===== src/rtl/fb_scanout_if.sv =====
// Frame-buffer read port plus pixel stream between the scanout block and its neighbours.
// The master side is the scanout block; the slave side is the engine/SRAM/display environment.
interface fb_scanout_if #(
    parameter int ADDR_W = 12,
    parameter int DATA_W = 12
);
    logic              frame_go;
    logic              fb_cen;
    logic [ADDR_W-1:0] fb_a;
    logic [DATA_W-1:0] fb_q;
    logic              pix_valid;
    logic              pix_ready;
    logic [DATA_W-1:0] pix_data;
    logic              pix_sof;
    logic              pix_eol;
    logic              pix_eof;
    logic              busy;
    logic              overrun;

    modport master (
        input  frame_go, fb_q, pix_ready,
        output fb_cen, fb_a, pix_valid, pix_data, pix_sof, pix_eol, pix_eof, busy, overrun
    );
    modport slave (
        output frame_go, fb_q, pix_ready,
        input  fb_cen, fb_a, pix_valid, pix_data, pix_sof, pix_eol, pix_eof, busy, overrun
    );
endinterface


===== src/rtl/fb_scanout.sv =====
// Reads one full frame from the FB SRAM in raster order and streams it out with SOF/EOL/EOF markers.
// A 2-entry buffer covers the 1-cycle SRAM latency so backpressure never drops or repeats a pixel.
module fb_scanout #(
    parameter int WIDTH  = 64,
    parameter int HEIGHT = 64,
    parameter int ADDR_W = 12,
    parameter int DATA_W = 12
) (
    input  logic         clk,
    input  logic         reset,
    fb_scanout_if.master bus
);
    localparam logic [ADDR_W:0] LP_N    = (ADDR_W+1)'(WIDTH * HEIGHT);
    localparam logic [ADDR_W:0] LP_LAST = (ADDR_W+1)'(WIDTH * HEIGHT - 1);
    localparam logic [ADDR_W:0] LP_ONE  = (ADDR_W+1)'(1);
    localparam int              XW      = $clog2(WIDTH);

    typedef enum logic [1:0] {S_IDLE, S_RUN, S_DRAIN} state_t;

    state_t            r_state;
    logic [ADDR_W:0]   r_rd_addr;
    logic [ADDR_W:0]   r_out_idx;
    logic              r_inflight;
    logic              r_hd;
    logic [1:0]        r_count;
    logic [DATA_W-1:0] r_buf [2];
    logic              r_fb_cen;
    logic [ADDR_W-1:0] r_fb_a;
    logic              r_busy;
    logic              r_overrun;

    logic              w_valid;
    logic              w_pop;
    logic [1:0]        w_occ;
    logic              w_issue;

    assign w_valid = (r_count != 2'd0);
    assign w_pop   = w_valid & bus.pix_ready;
    // Occupancy after this edge's pop; counting the pop keeps 1 pixel/clock with ready held high.
    assign w_occ   = r_count + {1'b0, r_inflight} - {1'b0, w_pop};
    assign w_issue = (r_state == S_RUN) && (r_rd_addr < LP_N) && (w_occ < 2'd2);

    always_ff @(posedge clk or posedge reset) begin
        if (reset) begin
            r_state    <= S_IDLE;
            r_rd_addr  <= '0;
            r_out_idx  <= '0;
            r_inflight <= 1'b0;
            r_hd       <= 1'b0;
            r_count    <= 2'd0;
            r_buf[0]   <= '0;
            r_buf[1]   <= '0;
            r_fb_cen   <= 1'b1;
            r_fb_a     <= '0;
            r_busy     <= 1'b0;
            r_overrun  <= 1'b0;
        end else begin
            r_fb_cen   <= ~w_issue;
            r_inflight <= w_issue;
            if (w_issue) begin
                r_fb_a    <= r_rd_addr[ADDR_W-1:0];
                r_rd_addr <= r_rd_addr + LP_ONE;
            end
            // Tail slot is computed from pre-pop state; a same-edge pop only moves the head.
            if (r_inflight)
                r_buf[r_hd ^ r_count[0]] <= bus.fb_q;
            if (w_pop) begin
                r_hd      <= ~r_hd;
                r_out_idx <= r_out_idx + LP_ONE;
            end
            r_count <= w_occ;

            case (r_state)
                S_IDLE: begin
                    if (bus.frame_go) begin
                        r_busy    <= 1'b1;
                        r_rd_addr <= '0;
                        r_out_idx <= '0;
                        r_overrun <= 1'b0;
                        r_state   <= S_RUN;
                    end
                end
                S_RUN: begin
                    if (bus.frame_go)
                        r_overrun <= 1'b1;
                    if (w_issue && r_rd_addr == LP_LAST)
                        r_state <= S_DRAIN;
                end
                S_DRAIN: begin
                    if (bus.frame_go)
                        r_overrun <= 1'b1;
                    if (w_pop && r_out_idx == LP_LAST) begin
                        r_busy  <= 1'b0;
                        r_state <= S_IDLE;
                    end
                end
                default: r_state <= S_IDLE;
            endcase
        end
    end

    assign bus.fb_cen    = r_fb_cen;
    assign bus.fb_a      = r_fb_a;
    assign bus.pix_valid = w_valid;
    assign bus.pix_data  = r_buf[r_hd];
    assign bus.pix_sof   = w_valid && (r_out_idx == '0);
    assign bus.pix_eol   = w_valid && (&r_out_idx[XW-1:0]);
    assign bus.pix_eof   = w_valid && (r_out_idx == LP_LAST);
    assign bus.busy      = r_busy;
    assign bus.overrun   = r_overrun;
endmodule


===== src/flat_wrapper.sv =====
// flat-port wrapper written by rule: the top's interface ports become plain ports
module fb_scanout_flat 
#(
    parameter int WIDTH  = 64,
    parameter int HEIGHT = 64,
    parameter int ADDR_W = 12,
    parameter int DATA_W = 12
)
  (clk, reset, bus_frame_go, bus_fb_q, bus_pix_ready, bus_fb_cen, bus_fb_a, bus_pix_valid, bus_pix_data, bus_pix_sof, bus_pix_eol, bus_pix_eof, bus_busy, bus_overrun);
  fb_scanout_if #(.ADDR_W(ADDR_W), .DATA_W(DATA_W)) bus_i ();
  input  logic clk;
  input  logic reset;
  input wire logic [$bits(bus_i.frame_go)-1:0] bus_frame_go;
  input wire logic [$bits(bus_i.fb_q)-1:0] bus_fb_q;
  input wire logic [$bits(bus_i.pix_ready)-1:0] bus_pix_ready;
  output wire logic [$bits(bus_i.fb_cen)-1:0] bus_fb_cen;
  output wire logic [$bits(bus_i.fb_a)-1:0] bus_fb_a;
  output wire logic [$bits(bus_i.pix_valid)-1:0] bus_pix_valid;
  output wire logic [$bits(bus_i.pix_data)-1:0] bus_pix_data;
  output wire logic [$bits(bus_i.pix_sof)-1:0] bus_pix_sof;
  output wire logic [$bits(bus_i.pix_eol)-1:0] bus_pix_eol;
  output wire logic [$bits(bus_i.pix_eof)-1:0] bus_pix_eof;
  output wire logic [$bits(bus_i.busy)-1:0] bus_busy;
  output wire logic [$bits(bus_i.overrun)-1:0] bus_overrun;
  assign bus_i.frame_go = bus_frame_go;
  assign bus_i.fb_q = bus_fb_q;
  assign bus_i.pix_ready = bus_pix_ready;
  assign bus_fb_cen = bus_i.fb_cen;
  assign bus_fb_a = bus_i.fb_a;
  assign bus_pix_valid = bus_i.pix_valid;
  assign bus_pix_data = bus_i.pix_data;
  assign bus_pix_sof = bus_i.pix_sof;
  assign bus_pix_eol = bus_i.pix_eol;
  assign bus_pix_eof = bus_i.pix_eof;
  assign bus_busy = bus_i.busy;
  assign bus_overrun = bus_i.overrun;
  fb_scanout #(.WIDTH(WIDTH), .HEIGHT(HEIGHT), .ADDR_W(ADDR_W), .DATA_W(DATA_W)) u_core (.clk(clk), .reset(reset), .bus(bus_i));
endmodule

===== config.mk =====
export PLATFORM = sky130hd
export DESIGN_NAME = fb_scanout_flat
export DESIGN_NICKNAME = d
export VERILOG_FILES = /design/src/rtl/fb_scanout_if.sv /design/src/rtl/fb_scanout.sv /design/src/flat_wrapper.sv
export SDC_FILE = /design/constraint.sdc
export NUM_CORES = 1
export LEC_CHECK = 0
export CAP_MARGIN = 25
export CELL_PAD_IN_SITES_DETAIL_PLACEMENT = 2
export CELL_PAD_IN_SITES_GLOBAL_PLACEMENT = 2
export CORE_MARGIN = 10
export CORE_UTILIZATION = 39
export DETAILED_ROUTE_END_ITERATION = 16
export GPL_TIMING_DRIVEN = 0
export PLACE_DENSITY = 0.88
export SLEW_MARGIN = 20
export SYNTH_ARGS = -nofsm -noshare
export SYNTH_HDL_FRONTEND = slang
export SYNTH_SLANG_ARGS = --single-unit

===== constraint.sdc =====
create_clock -name clk -period 3.3 [get_ports clk]
set_input_delay 0.66 -clock clk [delete_from_list [all_inputs] [get_ports clk]]
set_output_delay 0.66 -clock clk [all_outputs]
set_load 0.02 [all_outputs]

# --- Word-level counts from Yosys, hierarchy flattened ---
# Index checks and enable logic that the tools add are counted.
totals:
  reg_bits: 71
  inputBits: 16
  output_inout_bits: 31
op_classes:
  magnitude_cmp: 5
  n_eq_ne: 8
  n_addsub: 4
  mux: 21
  n_bitwise: 6
  reduce_logical: 18
op_table:
  columns: ["cell", "count"]
  rows:
  - ["13-bit 2-to-1 mux", 6]
  - ["12-bit 2-to-1 mux", 4]
  - ["13-bit by 1-bit adder with 13-bit output (second input constant)", 2]
  - ["13-bit by 12-bit == test with 1-bit output (second input constant)", 2]
  - ["24-bit bitwise mux", 1]
  - ["13-bit zero test", 1]
  - ["13-bit less-than comparator (second input constant)", 1]
  - ["12-bit demux with 1-bit select", 1]
  - ["3-bit AND reduction", 3]
  - ["1-bit logical AND", 8]
  - ["2-bit 2-to-1 mux", 3]
  - ["2-bit one-hot mux with 3 select lines", 1]
  - ["6-bit AND reduction", 1]
  - ["2-bit nonzero test", 3]
  - ["2-bit greater-or-equal comparator (second input constant)", 2]
  - ["2-bit by 1-bit inequality test with 1-bit output (second input constant)", 2]
  - ["2-bit inequality test (second input constant)", 2]
  - ["1-bit NOT with 2-bit output", 2]
  - ["1-bit one-hot mux with 2 select lines", 2]
  - ["1-bit 2-to-1 mux", 3]
  - ["2-bit by 1-bit adder with 2-bit output", 1]
  - ["2-bit by 1-bit == test with 1-bit output (second input constant)", 1]
  - ["2-bit == test (second input constant)", 1]
  - ["2-bit zero test", 1]
  - ["other kinds (7)", 8]

# --- Logic depth before layout (Yosys ltp) ---
# Gate-level depths: netlist of run 1.
logic_depth:
  ltp_word: 8
  depth_mapped: 9
  mapped_depth_nobuf: 7

# --- Worst setup path before layout of run 1 ---
# OpenSTA, ideal clock, no wires.
synth_path:
  kind: "input-to-reg"
  from: "input bus_pix_ready"
  to: "register u_core.r_fb_a[0] (netlist: u_core.bus.fb_a[0])"
  required_time_ns: 3.175
  path_buffers: 2
  path_slack_ns: 0.835
  arrival_time_ns: 2.340
  setup_ns: 0.125
  cell_stages: 9
  path_cell_list: "buf_6 -> o21ai_1 -> xnor2_1 -> ha_1 -> nor2b_1 -> mux2_2 -> nand2_2 -> buf_6 -> mux2_2"
synth_between:
  elab_chain_cells: 4
synth_lines:
  columns: ["item", "line_no", "rtl"]
  rows:
  - ["start, declared", "flat_wrapper.sv:15", "input wire logic [$bits(bus_i.pix_ready)-1:0] bus_pix_ready;"]
  - ["1-bit bitwise AND", "fb_scanout.sv:38", "assign w_pop = w_valid & bus.pix_ready;"]
  - ["2-bit by 1-bit subtractor with 2-bit output", "fb_scanout.sv:40", "assign w_occ = r_count + {1'b0, r_inflight} - {1'b0, w_pop};"]
  - ["2-bit less-than comparator", "fb_scanout.sv:41", "assign w_issue = (r_state == S_RUN) && (r_rd_addr < LP_N) && (w_occ < 2'd2);"]
  - ["1-bit logical AND", "fb_scanout.sv:41", null]
  - ["end signal, assigned", "fb_scanout.sv:61", "r_fb_a <= r_rd_addr[ADDR_W-1:0];"]
  - ["end, declared", "fb_scanout.sv:28", "logic [ADDR_W-1:0] r_fb_a;"]
# Every way passes these cells.
# A chain may end at the register's enable or synchronous reset.

# --- Final worst setup path of run 1 ---
layout_path:
  from: "register u_core.r_hd"
  to: "output bus_pix_data[8]"
layout_between:
  elab_chain_cells: 4
layout_lines:
  columns: ["item", "line_no", "rtl"]
  rows:
  - ["start, declared", "fb_scanout.sv:24", "logic r_hd;"]
  - ["start signal, assigned", "fb_scanout.sv:68", "r_hd <= ~r_hd;"]
  - ["1-bit NOT with 2-bit output (implied by the code)", "fb_scanout.sv:105", "assign bus.pix_data = r_buf[r_hd];"]
  - ["12-bit 2-to-1 mux (implied by the code) (3 in a row)", "fb_scanout.sv:105", null]
  - ["end, declared", "flat_wrapper.sv:19", "output wire logic [$bits(bus_i.pix_data)-1:0] bus_pix_data;"]
# Every way passes these cells. The select of a mux whose other input is x is not followed.

==> results of run 1 <==
-- report_power, final --
group / leakage [nW] / internal, mW / switching, mW
Clock: 0.109 / 0.450 / 0.361
Combinational: 0.841 / 0.809 / 0.929
Sequential: 0.910 / 1.12 / 0.176
Total: 1.86 / 2.37 / 1.47
-- stage by stage --
step | std cells | setup TNS, ns | total power, mW | hold slack (ns)
3_3_place_gp | 453 | -27.27 | 2.916 | 0.4817
2_1_floorplan | 299 | 0 | 2.357 | 0.4733
6_report | 470 | 0 | 3.841 | 0.5074
5_1_grt | 470 | 0 | 4.102 | 0.5341
3_5_place_dp | 454 | -0.4736 | 3.042 | 0.4885
4_1_cts | 470 | 0 | 3.895 | 0.5103
-- layout by cell type, fill, tap and decap left out, types with 3 or more instances in the layout --
cell	count
dfrtp_1	70
mux2_2	50
clkdlybuf4s50_1	46
nand2_1	20
nor2_1	19
nand3_1	11
a21oi_1	10
clkbuf_8	10
inv_1	9
nand4_1	9
ha_1	9
clkbuf_1	8
xor2_1	8
nand2b_1	6
xnor2_1	6
mux2i_1	5
o21ai_0	5
and2_1	4
nor4_1	3
o211ai_1	3
nor3_1	3
or4_1	3
a31oi_1	3
-- registers in the layout, indices dropped and copies added (netlist names) --
signal,flops
u_core.bus.busy,1
u_core.r_inflight,1
u_core.bus.overrun,1
u_core.r_state,2
u_core.r_rd_addr,13
u_core.r_buf,24
u_core.r_count,2
u_core.r_hd,1
u_core.bus.fb_cen,1
u_core.r_out_idx,13
u_core.bus.fb_a,12
-- final cells by class --
| cell class | instances | area [um2] | area share |
|---|---|---|---|
| Inverter | 10 | 40.04 | 0.009278 |
| Tap cell | 108 | 135.1 | 0.03131 |
| Sequential cell | 71 | 1778 | 0.4120 |
| Buffer | 13 | 66.31 | 0.01537 |
| Clock inverter | 6 | 92.59 | 0.02146 |
| Timing Repair Buffer | 47 | 488.0 | 0.1131 |
| Multi-Input combinational cell | 205 | 1578 | 0.3656 |
| Clock buffer | 10 | 137.6 | 0.03189 |
-- cell families after synthesis --
kind of cell,after synthesis,synth area share
flip-flops,71,0.5145
buffers and inverters,23,0.03005
XOR/XNOR,14,0.03548
multiplexers,55,0.1774
AO/OA/AOI/OAI,35,0.07024
AND/OR/NAND/NOR,92,0.1398
adder cells (fa/ha/maj),9,0.03259
-- final timing paths --
check                                        start                  end  slack, ns
max in group asynchronous                    reset  u_core.r_out_idx[9]       2.13
worst max register to register   u_core.r_count[1]    u_core.r_state[1]       0.64
worst min-delay path            u_core.bus.overrun   u_core.bus.overrun       0.51
min in group asynchronous                    reset  u_core.bus.fb_a[11]       0.63
worst min register to register  u_core.bus.overrun   u_core.bus.overrun       0.51
worst max-delay path                   u_core.r_hd      bus_pix_data[8]       0.18
-- repair_timing --
| action | 4_1_cts | 5_1_grt |
|---|---|---|
| endpoints found under the hold margin | 0 | 0 |
| endpoints found under the setup margin | 0 | 2 |
| gates resized for setup | 0 | 1 |
| hold buffers | 0 | 0 |
-- routing by layer --
layer  share of wire  global-route usage  vias up
met4           0.015             0.05347        0
met2            0.55              0.2961       42
li1                -                   -     1188
met1            0.41              0.1826     1349
met3           0.030             0.03878       18
met5               0                   0        -
==> out/metrics.yaml, run 1 <==
setup_path:
  cp_num_cells: 4
  path_buf_inv: 3
  ff2ff_path_depth: 8
  start_kind: "flip-flop"
  cp.arrival_ns: 2.46
  crit_chain: "clkbuf_1, clkbuf_1, mux2_2, clkdlybuf4s50_1"
  cpPeakStageDelay_ns: 0.56
  critPathCaptureType: "primary output"
  timing_worst_setup_path_type: "reg -> out"
  crit_top_cell: "clkbuf_1"
  slowest_stage: "clkdlybuf4s50_1"
  required_ns: 2.64
  path_delay_family: "buffers and inverters"
  critPathMaxFanout: 10
run_status:
  status: "complete, no violations"
floorplan:
  start_util: 0.3982
  rows: 34
  coreArea_um2: 8678
  num_io_pins: 47
  dieHeight_um: 114.1
  die_w_um: 114.1
  dieArea_um2: 13030
synthesis:
  syn_area_um2: 3456
  yosysTopAreaCell: "dfrtp_1"
  synth_edf_count: 0
  yosys.area.top_type_share: 0.5069
  ys_async_sr_fraction: 1.000
  synth_cells: 299
  synth_seq_cells: 71
  synth_common_cells: "70 x dfrtp_1, 50 x mux2_2, 20 x nand2_1"
  syn_nets: 324
  synth_cell_types: 43
  yosysSeqAreaShare: 0.5145
  syn_avg_cell_area_um2: 11.56
  yosysMostFrequentCell: "dfrtp_1"
  ys.warnings.count: 0
  synthTopCellsByArea: "dfrtp_1 51%, mux2_2 16%, ha_1 3.3%"
  ys.flop_type: "dfrtp_1"
placement:
  gp_congestion: 0.7558
  dp_slack_ns: -0.1131
  place_area_um2: 4081
  dp_hpwl_um: 7073
  io_buffers: 46
timing:
  post-route-period-util: 0.9457
  post-route-min-period_ns: 3.121
  tightestPinTransition_ns: 0.6311
  setup_viol: 0
  max_freq_mhz: 320.4
  slew_headroom: 0.5793
  setup_slack_ns: 0.1793
  finClkSkew_ns: 0.004743
  grt_setup_unrepaired: "no"
  hold_violations: 0
  maxSlewViolCount: 0
clock_tree:
  clk_pin_slew_worst_paths_ns: 0.08
  cts_setup_buffers: 0
  cts_tree: "done"
  cts_root_buf: "clkbuf_8"
  clockBufferDepth: 2
  clk_latency_ns: 0.36
  htree_levels: 3
  cts_buffers: 9
  clock_sinks: 71
detailed_routing:
  antenna_left: 0
  via_per_inst: 5.526
  drcViolationCount: 0
  wirelength_um: 9930
  first_iter_violations: 69
  vias: 2597
  dr.pass1.iters: 4
  wire_per_inst_um: 21.13
grt:
  grt_max_degree: 48
  grt_overflow_total: 0
  antenna_found_initial: 0
  grt_pass1_vias: 3038
  grt_pass1_wl_um: 16950
  grt_usage: 0.1633
finish:
  finalInstanceArea_um2: 4315
  diodes: 0
  fillers: 876
  final_core_util: 0.4973
  layout-drive-gt1-share: 0.2210
  nets: 382
  syn2layout_area_growth_pct: 24.87
run:
  maxCapViolations: 0
power:
  p_leak_nw: 1.860
  max-vdd-ir-drop_mv: 0.3730
  powerDensity_nw_per_um2: 890.1
min_path:
  min_path_cells: 1
  hold_class: "reg -> reg"
Power figures use the tool's default switching activity.
==> inputs of run 2 (changes only) <==
Settings changed: ABC_AREA set to 1, CORE_UTILIZATION 39 to 35.
==> run 2 against run 1 <==
  * Maximum frequency rose by 11%
  * Flip-flop and latch count did not move
  * Cell count rose by 31%
  * Clock-buffer cell count rose by 1
  * Synthesized cell count rose by 41%
  * Worst hold slack got worse by 0.022 ns
  * First-iteration DRC count rose by 120%
  * Total power rose by 0.46%
==> out/metrics.yaml, run 2 <==
run_status:
  status: "complete, no violations"
setup_path:
  cp.arrival_ns: 2.15  # -0.31 ns
  start_kind: "flip-flop"
  critPathCaptureType: "primary output"
  timing_worst_setup_path_type: "reg -> out"
  required_ns: 2.64  # about the same
  critPathMaxFanout: 10  # unchanged
  ff2ff_path_depth: 16  # +8
run:
  maxCapViolations: 0  # unchanged
timing:
  slew_headroom: 0.6506  # +0.07131
  hold_violations: 0  # unchanged
  tightestPinTransition_ns: 0.5241  # -0.1070 ns
  max_freq_mhz: 355.9  # +11%
  setup_viol: 0  # unchanged
  grt_setup_unrepaired: "no"
  maxSlewViolCount: 0  # unchanged
  finClkSkew_ns: 0.01675  # +0.01200 ns
  post-route-period-util: 0.8514  # -0.09430
  post-route-min-period_ns: 2.810  # -0.3112 ns
  setup_slack_ns: 0.4905  # +0.3112 ns
  fin_setup_tns_ns: 0  # unchanged
grt:
  grt_usage: 0.1739  # +0.01066
  grt_max_degree: 47  # -2.1%
  antenna_found_initial: 0  # unchanged
  grt_pass1_wl_um: 20130  # +19%
  grt_overflow_total: 0  # unchanged
  grt_pass1_vias: 3639  # +20%
synthesis:
  yosys.area.top_type_share: 0.4972  # -0.009720
  syn_avg_cell_area_um2: 8.349  # -28%
  yosysTopAreaCell: "dfrtp_1"
  synth_seq_cells: 71  # unchanged
  syn_nets: 447  # +38%
  synth_common_cells: "97 x nand2_1, 70 x dfrtp_1, 56 x inv_1"
  ys_async_sr_fraction: 1.000  # unchanged
  ys.flop_type: "dfrtp_1"
  ys.warnings.count: 0  # unchanged
  synth_cells: 422  # +41%
  synth_edf_count: 0  # unchanged
  yosysSeqAreaShare: 0.5046  # -0.009866
  synth_cell_types: 29  # -33%
  synthTopCellsByArea: "dfrtp_1 50%, nand2_1 10%, inv_1 6.0%"
  syn_area_um2: 3523  # +2.0%
  yosysMostFrequentCell: "nand2_1"
min_path:
  min_path_cells: 2  # +1
  hold_class: "reg -> reg"
finish:
  layout_common_cells: "97 x nand2_1, 70 x dfrtp_1, 55 x inv_1, 48 x nor2_1, 45 x clkdlybuf4s50_1"
  largest-register: "u_core.r_buf"
  layout-drive-gt1-share: 0.1033  # -0.1177
  fillers: 1111  # +27%
  largest_reg_flops: 24  # unchanged
  nets: 504  # +32%
  syn2layout_area_growth_pct: 24.01
  layout.cells.most_common: "nand2_1"
  diodes: 0  # unchanged
  final_core_util: 0.4470  # -0.05026
  reg_top3: "u_core.r_buf (24), u_core.r_out_idx (13), u_core.r_rd_addr (13)"
clock_tree:
  htree_levels: 3  # unchanged
  clock_sinks: 71  # unchanged
  cts_root_buf: "clkbuf_8"
  cts_tree: "done"
  clockBufferDepth: 2  # unchanged
  clk_latency_ns: 0.36  # about the same
  cts_setup_buffers: 0  # unchanged
  post_cts_resized: 0  # unchanged
  clk_pin_slew_worst_paths_ns: 0.08  # about the same
  hold_buffers: 0  # unchanged
  cts_buffers: 9  # unchanged
power:
  powerDensity_nw_per_um2: 883.2  # -0.77%
  p_int_mw: 2.219  # -6.5%
  max-vdd-ir-drop_mv: 0.3391  # -9.1%
  p_leak_nw: 2.009  # +8.0%
  p_switching_mw: 1.640  # +12%
  p_clk_frac: 0.188  # -0.023
  swShare: 0.4249  # +0.04312
  seqPwrFrac: 0.337  # about the same
  power_frac_comb: 0.474  # +0.022
floorplan:
  dieArea_um2: 14480  # +11%
  coreArea_um2: 9774  # +13%
  start_util: 0.3605  # -0.03774
  rows: 36  # +5.9%
  die_w_um: 120.3  # +5.4%
  dieHeight_um: 120.3  # +5.4%
  num_io_pins: 47  # unchanged
detailed_routing:
  wirelength_um: 12010  # +21%
  first_iter_violations: 152  # +120%
  wire_per_inst_um: 19.46  # -7.9%
  vias: 3115  # +20%
  antenna_left: 0  # unchanged
  via_per_inst: 5.049  # -8.6%
  dr.pass1.iters: 4  # unchanged
  drcViolationCount: 0  # unchanged
placement:
  gp_congestion: 0.8276  # +9.5%
  dp_hpwl_um: 8102  # +15%
  io_buffers: 45  # -2.2%
  dp_slack_ns: 0.4772  # +0.5903 ns
run 2: cell count changes after synthesis, sizes merged, moves of 6 or more:
cell,delta
nand2,+80
inv,+49
mux2,-38
nor2,+31
o21ai,+29
a21oi,+14
nand2b,-6
run 2: routing by layer:
metal / share of wire / track usage
met1: 0.43 / 0.2032
met3: 0.033 / 0.04002
met2: 0.52 / 0.3095
met4: 0.017 / 0.05354
met5: 0 / 0
run 2: kinds of logic (layout without fill, tap and decap cells):
group / count (synthesis) / in the layout / synth area share
simple gates: 185 / 185 / 0.2262
buf+inv: 72 / 134 / 0.08345
flops: 71 / 71 / 0.5046
compound gates: 67 / 67 / 0.1005
mux: 12 / 12 / 0.03835
fa+ha+maj: 9 / 9 / 0.03196
xor+xnor: 6 / 6 / 0.01491
run 2: final timing paths:
path,start,endpoint,slack [ns]
worst max-delay path,u_core.r_hd,bus_pix_data[4],0.49
worst min-delay path,u_core.bus.fb_a[5],u_core.bus.fb_a[5],0.49
worst max register to register,u_core.r_count[0],u_core.r_rd_addr[8],0.93
worst min register to register,u_core.bus.fb_a[5],u_core.bus.fb_a[5],0.49
max in group asynchronous,reset,u_core.bus.fb_cen,2.08
min in group asynchronous,reset,u_core.r_buf[22],0.63
run 2: layout make-up:
| class | instances | area (um2) | share of cell area |
|---|---|---|---|
| Timing Repair Buffer | 46 | 478.0 | 0.1094 |
| Buffer | 13 | 72.57 | 0.01661 |
| Multi-Input combinational cell | 279 | 1451 | 0.3322 |
| Clock buffer | 11 | 141.4 | 0.03236 |
| Tap cell | 133 | 166.4 | 0.03809 |
| Clock inverter | 5 | 57.56 | 0.01317 |
| Inverter | 59 | 224.0 | 0.05126 |
| Sequential cell | 71 | 1778 | 0.4069 |
run 2: per-stage QoR:
stage	hold slack (ns)	std cells	area [um2]	total power [mW]
5_1_grt	0.5329	617	4369	4.147
3_3_place_gp	0.4660	600	4140	2.977
4_1_cts	0.4922	617	4369	3.916
6_report	0.4857	617	4369	3.859
3_5_place_dp	0.4736	601	4170	3.104
2_1_floorplan	0.4575	422	3523	2.367
run 2: critical path, cell delays in order (launching register included):
cell             delay (ns)
dfrtp_1                0.35
buf_6                  0.14
clkbuf_1               0.36
nor2_1                 0.13
a21oi_1                0.19
clkdlybuf4s50_1        0.64
run 2: power by group through the flow:
stage | registers [mW] | clock network [mW] | logic (mW)
after floorplan | 1.30 | 0 | 1.06
after global placement | 1.28 | 0 | 1.70
after detailed placement | 1.30 | 0 | 1.80
after CTS | 1.30 | 0.750 | 1.86
after global routing | 1.34 | 0.784 | 2.03
final | 1.30 | 0.727 | 1.83
